### src/rtl/bpu_update_sched.sv
`default_nettype none
// ============================================================================
// Module   : bpu_update_sched
// Purpose  : Round-robin merge of commit-port branch updates into a small FIFO
//            feeding the BPU, plus a one-index-per-cycle BTB invalidate sweep.
// Options  : define BPU_SCHED_STATS_EN to build the update/stall counters.
// Revision : 1.0 - initial release
// ============================================================================
module bpu_update_sched #(
    parameter int XLEN        = 64,
    parameter int NUM_REQ     = 2,
    parameter int FIFO_DEPTH  = 4,
    parameter int BTB_ENTRIES = 8192
) (
    input  logic                           clk,
    input  logic                           rst,
    input  logic [NUM_REQ-1:0]             req_valid,
    output logic [NUM_REQ-1:0]             req_ready,
    input  logic [NUM_REQ*XLEN-1:0]        req_pc,
    input  logic [NUM_REQ*XLEN-1:0]        req_target,
    input  logic [NUM_REQ-1:0]             req_taken,
    input  logic [NUM_REQ-1:0]             req_is_call,
    input  logic [NUM_REQ-1:0]             req_is_ret,
    input  logic                           upd_stall,
    output logic                           update_en,
    output logic [XLEN-1:0]                update_pc,
    output logic [XLEN-1:0]                update_target,
    output logic                           update_taken,
    output logic                           is_call,
    output logic                           is_ret,
    output logic [XLEN-1:0]                ret_addr,
    input  logic                           flush_req,
    output logic                           btb_inval_en,
    output logic [$clog2(BTB_ENTRIES)-1:0] btb_inval_idx,
    output logic                           flush_busy,
    output logic                           flush_done,
    output logic [31:0]                    stat_updates,
    output logic [31:0]                    stat_stalls
);

    localparam int c_RR_W  = (NUM_REQ > 1) ? $clog2(NUM_REQ) : 1;
    localparam int c_PTR_W = (FIFO_DEPTH > 1) ? $clog2(FIFO_DEPTH) : 1;
    localparam int c_IDX_W = $clog2(BTB_ENTRIES);

    localparam logic [c_RR_W:0]    c_NUM_REQ  = (c_RR_W+1)'(NUM_REQ);
    localparam logic [c_RR_W-1:0]  c_LAST_REQ = c_RR_W'(NUM_REQ - 1);
    localparam logic [c_PTR_W:0]   c_DEPTH    = (c_PTR_W+1)'(FIFO_DEPTH);
    localparam logic [c_IDX_W-1:0] c_LAST_IDX = c_IDX_W'(BTB_ENTRIES - 1);

    localparam logic [0:0] c_S_RUN   = 1'b0;
    localparam logic [0:0] c_S_SWEEP = 1'b1;

    typedef struct packed {
        logic [XLEN-1:0] pc;
        logic [XLEN-1:0] target;
        logic            taken;
        logic            call;
        logic            ret;
    } upd_entry_t;

    logic [0:0]         r_state;
    logic [0:0]         w_state_nxt;
    logic [c_RR_W-1:0]  r_rr_ptr;
    logic [NUM_REQ-1:0] w_valid_rot;
    logic               w_found;
    logic [c_RR_W:0]    w_grant_sum;
    logic [c_RR_W-1:0]  w_grant_idx;
    logic               w_accept_ok;
    logic [NUM_REQ-1:0] w_ready;
    logic               w_push;
    logic               w_pop;
    logic               w_flush_start;
    upd_entry_t         w_push_entry;
    upd_entry_t         w_head;
    upd_entry_t         r_fifo [FIFO_DEPTH];
    logic [c_PTR_W-1:0] r_wptr;
    logic [c_PTR_W-1:0] r_rptr;
    logic [c_PTR_W:0]   r_count;
    logic               w_empty;
    logic               w_full;
    logic [c_IDX_W-1:0] r_sweep_idx;
    logic               w_sweep_last;
    logic               r_flush_done;

    assign w_empty = (r_count == '0);
    assign w_full  = (r_count == c_DEPTH);

    // Rotate so bit 0 is the requester currently holding top priority.
    assign w_valid_rot = NUM_REQ'({req_valid, req_valid} >> r_rr_ptr);

    always_comb begin
        w_found     = 1'b0;
        w_grant_sum = '0;
        for (int k = NUM_REQ - 1; k >= 0; k--) begin
            if (w_valid_rot[k]) begin
                w_found     = 1'b1;
                w_grant_sum = {1'b0, r_rr_ptr} + (c_RR_W+1)'(k);
            end
        end
        if (w_grant_sum >= c_NUM_REQ) begin
            w_grant_sum = w_grant_sum - c_NUM_REQ;
        end
    end

    assign w_grant_idx = w_grant_sum[c_RR_W-1:0];
    assign w_accept_ok = !rst && (r_state == c_S_RUN) && !flush_req && !w_full;
    assign w_ready     = (w_accept_ok && w_found) ? (NUM_REQ'(1) << w_grant_idx) : '0;
    assign w_push      = |(req_valid & w_ready);
    assign req_ready   = w_ready;

    always_comb begin
        w_push_entry = '0;
        for (int k = 0; k < NUM_REQ; k++) begin
            if (w_ready[k]) begin
                w_push_entry.pc     = req_pc[k*XLEN +: XLEN];
                w_push_entry.target = req_target[k*XLEN +: XLEN];
                w_push_entry.taken  = req_taken[k];
                w_push_entry.call   = req_is_call[k];
                w_push_entry.ret    = req_is_ret[k];
            end
        end
    end

    always_ff @(posedge clk) begin
        if (rst) begin
            r_rr_ptr <= '0;
        end else if (w_push) begin
            r_rr_ptr <= (w_grant_idx == c_LAST_REQ) ? '0 : w_grant_idx + 1'b1;
        end
    end

    // ---------------------------------------------------------------- FSM
    always_ff @(posedge clk) begin
        if (rst) begin
            r_state <= c_S_RUN;
        end else begin
            r_state <= w_state_nxt;
        end
    end

    always_comb begin
        w_state_nxt = r_state;
        case (r_state)
            c_S_RUN:   if (flush_req) w_state_nxt = c_S_SWEEP;
            c_S_SWEEP: if (r_sweep_idx == c_LAST_IDX) w_state_nxt = c_S_RUN;
            default:   w_state_nxt = c_S_RUN;
        endcase
    end

    always_comb begin
        update_en    = 1'b0;
        btb_inval_en = 1'b0;
        flush_busy   = 1'b0;
        if (!rst) begin
            case (r_state)
                c_S_RUN:   update_en = !w_empty && !upd_stall && !flush_req;
                c_S_SWEEP: begin
                    btb_inval_en = 1'b1;
                    flush_busy   = 1'b1;
                end
                default:   update_en = 1'b0;
            endcase
        end
    end

    assign w_pop         = update_en;
    assign w_flush_start = (r_state == c_S_RUN) && flush_req;
    assign w_sweep_last  = (r_state == c_S_SWEEP) && (r_sweep_idx == c_LAST_IDX);

    // ------------------------------------------------------- sweep control
    always_ff @(posedge clk) begin
        if (rst) begin
            r_sweep_idx  <= '0;
            r_flush_done <= 1'b0;
        end else begin
            r_flush_done <= w_sweep_last;
            if (r_state == c_S_SWEEP) begin
                r_sweep_idx <= r_sweep_idx + 1'b1;
            end else begin
                r_sweep_idx <= '0;
            end
        end
    end

    assign btb_inval_idx = r_sweep_idx;
    assign flush_done    = r_flush_done;

    // ---------------------------------------------------------------- FIFO
    always_ff @(posedge clk) begin
        if (rst) begin
            r_wptr  <= '0;
            r_rptr  <= '0;
            r_count <= '0;
        end else if (w_flush_start) begin
            r_rptr  <= r_wptr;
            r_count <= '0;
        end else begin
            if (w_push) r_wptr <= r_wptr + 1'b1;
            if (w_pop)  r_rptr <= r_rptr + 1'b1;
            if (w_push && !w_pop) begin
                r_count <= r_count + 1'b1;
            end else if (w_pop && !w_push) begin
                r_count <= r_count - 1'b1;
            end
        end
    end

    always_ff @(posedge clk) begin
        if (w_push) begin
            r_fifo[r_wptr] <= w_push_entry;
        end
    end

    // Stale slots are masked so an empty queue always presents zeros.
    assign w_head        = w_empty ? '0 : r_fifo[r_rptr];
    assign update_pc     = w_head.pc;
    assign update_target = w_head.target;
    assign update_taken  = w_head.taken;
    assign is_call       = w_head.call;
    assign is_ret        = w_head.ret;
    assign ret_addr      = w_head.call ? (w_head.pc + XLEN'(4)) : '0;

    // ---------------------------------------------------------- statistics
`ifdef BPU_SCHED_STATS_EN
    logic [31:0] r_stat_updates;
    logic [31:0] r_stat_stalls;
    logic        w_stall_cycle;

    assign w_stall_cycle = (r_state == c_S_RUN) && !w_empty && upd_stall;

    always_ff @(posedge clk) begin
        if (rst) begin
            r_stat_updates <= '0;
            r_stat_stalls  <= '0;
        end else begin
            if (update_en && (r_stat_updates != 32'hFFFF_FFFF)) begin
                r_stat_updates <= r_stat_updates + 1'b1;
            end
            if (w_stall_cycle && (r_stat_stalls != 32'hFFFF_FFFF)) begin
                r_stat_stalls <= r_stat_stalls + 1'b1;
            end
        end
    end

    assign stat_updates = r_stat_updates;
    assign stat_stalls  = r_stat_stalls;
`else
    assign stat_updates = '0;
    assign stat_stalls  = '0;
`endif

endmodule
`default_nettype wire

### config.mk
export PLATFORM = sky130hd
export DESIGN_NAME = bpu_update_sched
export DESIGN_NICKNAME = d
export VERILOG_FILES = /design/src/rtl/bpu_update_sched.sv
export SDC_FILE = /design/constraint.sdc
export NUM_CORES = 1
export LEC_CHECK = 0
export CORE_ASPECT_RATIO = 1.5
export CORE_MARGIN = 2
export CORE_UTILIZATION = 46
export DETAILED_ROUTE_END_ITERATION = 10
export PLACE_DENSITY_LB_ADDON = 0.12
export SLEW_MARGIN = 20
export SYNTH_ARGS = -nofsm -noshare
export SYNTH_HDL_FRONTEND = slang
export SYNTH_SLANG_ARGS = --single-unit
### constraint.sdc
create_clock -name clk -period 10.9 [get_ports clk]
set_input_delay 3.27 -clock clk [delete_from_list [all_inputs] [get_ports clk]]
set_output_delay 3.27 -clock clk [all_outputs]
set_load 0.03 [all_outputs]
==> out/qor.csv, run 1 <==
metric;value;unit
globalplace.congestion;0.914;
cts_max_level;2;
synth-seq-area-share;64.7;%
wl;67.9;mm
drive_gt1_share;12.0;%
p_clk_share;36.0;%
drt_iter0_drc;905;
reg2reg_from;r_state;
timing.final.max_slew_violations;0;
worst_hold_slack;464;ps
p_leak;10.6;nW
drt-vias-per-instance;5.62;
clock_sinks;549;
cp_max_fo;45;
required;7630;ps
path_class;flip-flop to output port;
fmax;0.108;GHz
worstHoldPathCells;1;
status;complete, no violations;
reg2reg_depth;7;
fin_ws;1680;ps
final_util;59.2;%
wl_per_cell;24.5;um
worst-path-buf-inv;2;
final_cell_area;0.0319;mm2
clock_latency;570;ps
antenna-diode-count;0;
ys_async_sr_fraction;0;%
path_depth;8;
cts_resized;0;
r2r_slack;6260;ps
dieWidth;195;um
min_period_over_period;84.6;%
p_sw;1.11;mW
rows;104;
hold_violations;0;
post-cts-setup-buffer-count;0;
path_cells;buf_4 -> mux4_2 -> nor3_1 -> nand4_1 -> nor4_1 -> and3b_1 -> o21a_1 -> clkdlybuf4s50_1;
crit_arrival;5950;ps
synthCells;1580;
grt_util_all_layers;23.6;%
drcViolationCount;0;
area_growth;27.0;%
cpLargestDelayFamily;simple AND/OR/NAND/NOR gates;
setup_tns;0;ps
cpPeakStageDelay;980;ps
hold_buffers;0;
pwr-share-comb;13.8;%
crit_path_end_kind;output port;
period_needed;9220;ps
pwr-share-seq;50.3;%
skew;22.2;ps
power.density;147;mW/mm2
final.fill_count;4235;
overflow;0;
synthFlopType;edfxtp_1;
postRouteAntennaNets;0;
post-place-ws;1990;ps
finalPower;4.67;mW
hp-start;btb_inval_idx[0];
grt_antenna_before_repair;1;
min_to;btb_inval_idx[0];
nets;2317;
tightest_slew;1090;ps
r2r-end;r_fifo[1][105];
start_util;46.6;%
first_global_vias;16200;
synth_seq_cells;549;
yosysWarnings;0;
synth_area;0.0251;mm2
chipHeight;290;um
cts_buffers;49;
ys_types;62;
dp_cells;2679;
path_clk_slew;70;ps
place_area;0.0303;mm2
cts_tree;yes;
internal_power;3.56;mW
hold_path.class;flip-flop to flip-flop;
dp_hpwl;47.4;mm
startpoint_type;flip-flop;
grt_start_max_net_pins;86;
ios;546;
synth_edf_count;524;
core;0.0539;mm2
peakVddDrop;0.000127;V
io_buffer_count;481;
syn_area_per_cell;15.9;um2
setup_violations;0;
rsz0062_at_grt;no;
clockBufferDepth;3;
max_cap_violations;0;
fp.dieArea;0.0565;mm2
final_cells;2769;
grt_pass1_wl;100;mm
slew_headroom;27.2;%
slowest_stage;dfxtp_4;
vias;15600;
swShare;23.8;%
drtPass1Iterations;5;
clockRootBuffer;clkbuf_16;
## area by class of cell
class	instances	area (um2)	area share (%)
Timing Repair Buffer	504	4990	15.6
Clock buffer	59	1310	4.10
Multi-Input combinational cell	918	8170	25.6
Inverter	19	71.3	0.224
Tap cell	689	862	2.70
Sequential cell	549	16200	50.9
Clock inverter	31	253	0.793
## flip-flops by register name, indices dropped and copies added, names as in the netlist, named ones only
name           count
r_rr_ptr           1
r_wptr             2
r_count            3
r_rptr             2
flush_done         1
btb_inval_idx     13
r_fifo           524
r_state            1
## worst reg2reg max path: cells and delay by family, from the launching register on
family | cells | cell delay, ps
AO/OA/AOI/OAI | 1 | 230
buffers and inverters | 2 | 1580
flip-flops | 1 | 350
AND/OR/NAND/NOR | 4 | 1960
## layer usage
layer  track usage, %  routed length (um)  vias up
li1                 -                   -     6991
met1             28.8               26400     7867
met2             42.2               35300      587
met3             4.36                4070      104
met4             7.91                2110        2
met5                0                  12        -
## power groups by stage
stage	Sequential, mW	Clock [mW]	Combinational, mW
final	2.35	1.68	0.644
after global routing	2.35	1.80	0.682
after CTS	2.35	1.72	0.651
after detailed placement	2.40	0	0.649
after global placement	2.39	0	0.647
after floorplan	2.39	0	0.392
## cell usage in the layout (no fill, tap or decap), types with 26 or more instances in the layout
| master | instances |
|---|---|
| clkdlybuf4s50_1 | 481 |
| conb_1 | 64 |
| nor2_1 | 83 |
| a22o_1 | 131 |
| and2_1 | 126 |
| nand2_1 | 86 |
| edfxtp_1 | 524 |
| xor2_1 | 26 |
| mux4_2 | 127 |
| nand3_1 | 26 |
| xnor2_1 | 37 |
| clkbuf_16 | 51 |
## kinds of logic after synthesis
| family | after synthesis | share of synthesized area [%] |
|---|---|---|
| flops | 549 | 64.7 |
| simple gates | 459 | 10.0 |
| buf+inv | 176 | 3.95 |
| compound gates | 171 | 5.59 |
| mux | 153 | 13.1 |
| xor+xnor | 63 | 2.20 |
| fa+ha+maj | 8 | 0.429 |
| other cells | 1 | 0.0149 |
## cells in the mapped netlist, types with 18 or more instances
cell	instances	area, um2
xor2_1	26	228
nand2_1	87	327
buf_4	68	510
and3_1	24	150
xnor2_1	37	324
mux4_2	127	2860
nand4_1	20	125
buf_2	18	90.1
nor2_1	83	312
clkbuf_1	57	214
and2_1	126	788
inv_1	19	71.3
dfxtp_1	25	500
nand3_1	26	130
edfxtp_1	524	15700
a22o_1	131	1150
nor3_1	24	120
## how the worst max path moves through the flow
stage / end / slack [ps] / from
6_report: ret_addr[61] / 1680 / flip-flop
5_1_grt: ret_addr[61] / 1320 / flip-flop
2_1_floorplan: r_fifo[0][0] / 200 / rst
4_1_cts: ret_addr[61] / 1630 / flip-flop
3_5_place_dp: update_en / 1990 / rst
3_3_place_gp: req_ready[1] / 2050 / rst
(Power assumes the default switching activity.)
==> run 2, diff against run 1 <==
Settings changed: CORE_UTILIZATION 46 to 51.
Clock period 10.9 ns to 9.66 ns, I/O delays scaled along.
==> run 2 against run 1 <==
Cell count decreased by 1.1%. Global-route usage up 1.8 points. Core utilization increased by 6.2 points. Power up 11%. Via count about the same. Sequential power is 13% higher. First-iteration DRC count increased by 26%. Sequential share of layout area is 0.086 points higher. Critical path type is now input pin to output port. Critical endpoint is now req_ready[0]. Largest power group unchanged.
==> out/qor.csv, run 2 (synthesis gave the netlist of run 1 again) <==
metric;value;unit;change
status;complete, no violations;;
cts_max_level;2;;unchanged
io_buffer_count;481;;unchanged
vias;15600;;+0.058%
peakVddDrop;0.000199;V;+57%
skew;26.2;ps;+4.07 ps
min_period_over_period;85.0;%;
largest_reg_flops;524;;unchanged
first_global_vias;15600;;-3.7%
crit_path_end_kind;output port;;
reg2reg_depth;7;;unchanged
cts_buffers;48;;-2.0%
dp_hpwl;46.3;mm;-2.3%
chipHeight;276;um;-5.0%
hold_buffers;0;;unchanged
cp_max_fo;11;;-76%
top_register;r_fifo;;
cts_resized;0;;unchanged
fp.dieArea;0.0511;mm2;-9.6%
nets;2321;;+0.17%
drt-vias-per-instance;5.68;;+1.2%
final_cells;2739;;-1.1%
cts_tree;yes;;
final_cell_mix;edfxtp_1 (524), clkdlybuf4s50_1 (481), a22o_1 (131), mux4_2 (127), and2_1 (126);;
grt_pass1_wl;95.3;mm;-4.7%
core;0.0487;mm2;-9.6%
wl_per_cell;24.0;um;-2.0%
hold_violations;0;;unchanged
grt_util_all_layers;25.4;%;+1.8 points
grt_start_max_net_pins;77;;-10%
overflow;0;;unchanged
r2r_slack;5350;ps;-910 ps
slew_headroom;30.6;%;+3.5 points
finalPower;5.16;mW;+11%
clockRootBuffer;clkbuf_16;;
reg2reg_from;r_state;;
max_cap_violations;0;;unchanged
globalplace.congestion;0.953;;+4.3%
layout_commonest_cell;edfxtp_1;;
drcViolationCount;0;;unchanged
final.fill_count;3531;;-17%
period_needed;8210;ps;
setup_violations;0;;unchanged
rsz0062_at_grt;no;;
dp_cells;2651;;-1.0%
grt_antenna_before_repair;0;;-1
drt_iter0_drc;1143;;+26%
drtPass1Iterations;5;;unchanged
crit_arrival;5320;ps;-630 ps
p_leak;10.6;nW;about the same
clockBufferDepth;3;;unchanged
ios;546;;unchanged
r2r-end;r_fifo[2][78];;
dieWidth;185;um;-4.9%
required;6760;ps;-870 ps
clock_latency;570;ps;about the same
post-cts-setup-buffer-count;0;;unchanged
drive_gt1_share;12.4;%;+0.37 points
clock_sinks;549;;unchanged
tightest_slew;1040;ps;-54.0 ps
postRouteAntennaNets;0;;unchanged
timing.final.max_slew_violations;0;;unchanged
worst_hold_slack;478;ps;+14.0 ps
hp-start;btb_inval_idx[0];;
fmax;0.122;GHz;
hold_path.class;flip-flop to flip-flop;;
path_class;input pin to output port;;
area_growth;26.8;%;
power.density;162;mW/mm2;+11%
rows;99;;-4.8%
antenna-diode-count;0;;unchanged
worstHoldPathCells;1;;unchanged
min_to;btb_inval_idx[0];;
final_util;65.4;%;+6.2 points
startpoint_type;input pin;;
path_clk_slew;60;ps;about the same
wl;65.8;mm;-3.0%
start_util;51.6;%;+5.0 points
==> run 2: worst max-delay path by stage <==
stage,startpoint,end,slack (ps)
2_1_floorplan,rst,r_fifo[0][0],-660
3_3_place_gp,rst,req_ready[0],1430
3_5_place_dp,rst,req_ready[0],1420
4_1_cts,rst,req_ready[0],1420
5_1_grt,flip-flop,ret_addr[62],1220
6_report,rst,req_ready[0],1450
==> run 2: layout make-up <==
cell class	count	area, um2	area share [%]
Clock buffer	60	1280	4.02
Clock inverter	28	180	0.566
Inverter	19	71.3	0.224
Multi-Input combinational cell	918	8170	25.7
Sequential cell	549	16200	51.0
Tap cell	656	821	2.58
Timing Repair Buffer	509	5070	15.9
==> run 2: where the power goes <==
group          total, mW  internal (mW)  switching, mW  leakage, nW
Combinational      0.725          0.322          0.403         4.78
Clock               1.79          0.969          0.821        0.716
Sequential          2.65           2.63         0.0230         5.11
Total               5.16           3.92           1.25         10.6
==> run 2: through the flow <==
step	TNS (ps)	area, um2	setup WS (ps)
2_1_floorplan	-347660	25300	-663
3_3_place_gp	0	30400	1430
3_5_place_dp	0	30400	1420
4_1_cts	0	31800	1420
5_1_grt	0	31800	1220
6_report	0	31800	1450
==> run 2: worst max-delay path, cell delays in order <==
cell,delay [ps]
clkdlybuf4s50_1,600
or3_1,470
a21oi_1,390
and3_4,280
clkdlybuf4s50_1,670
==> run 2: metal layers <==
layer	wire length [um]	vias to the layer above	track usage (%)	share of wire, %
li1	-	6990	-	-
met1	24300	7730	30.9	37
met2	34200	703	45.2	52
met3	4480	137	3.95	6.8
met4	2820	0	10.6	4.3
met5	0	-	0	0
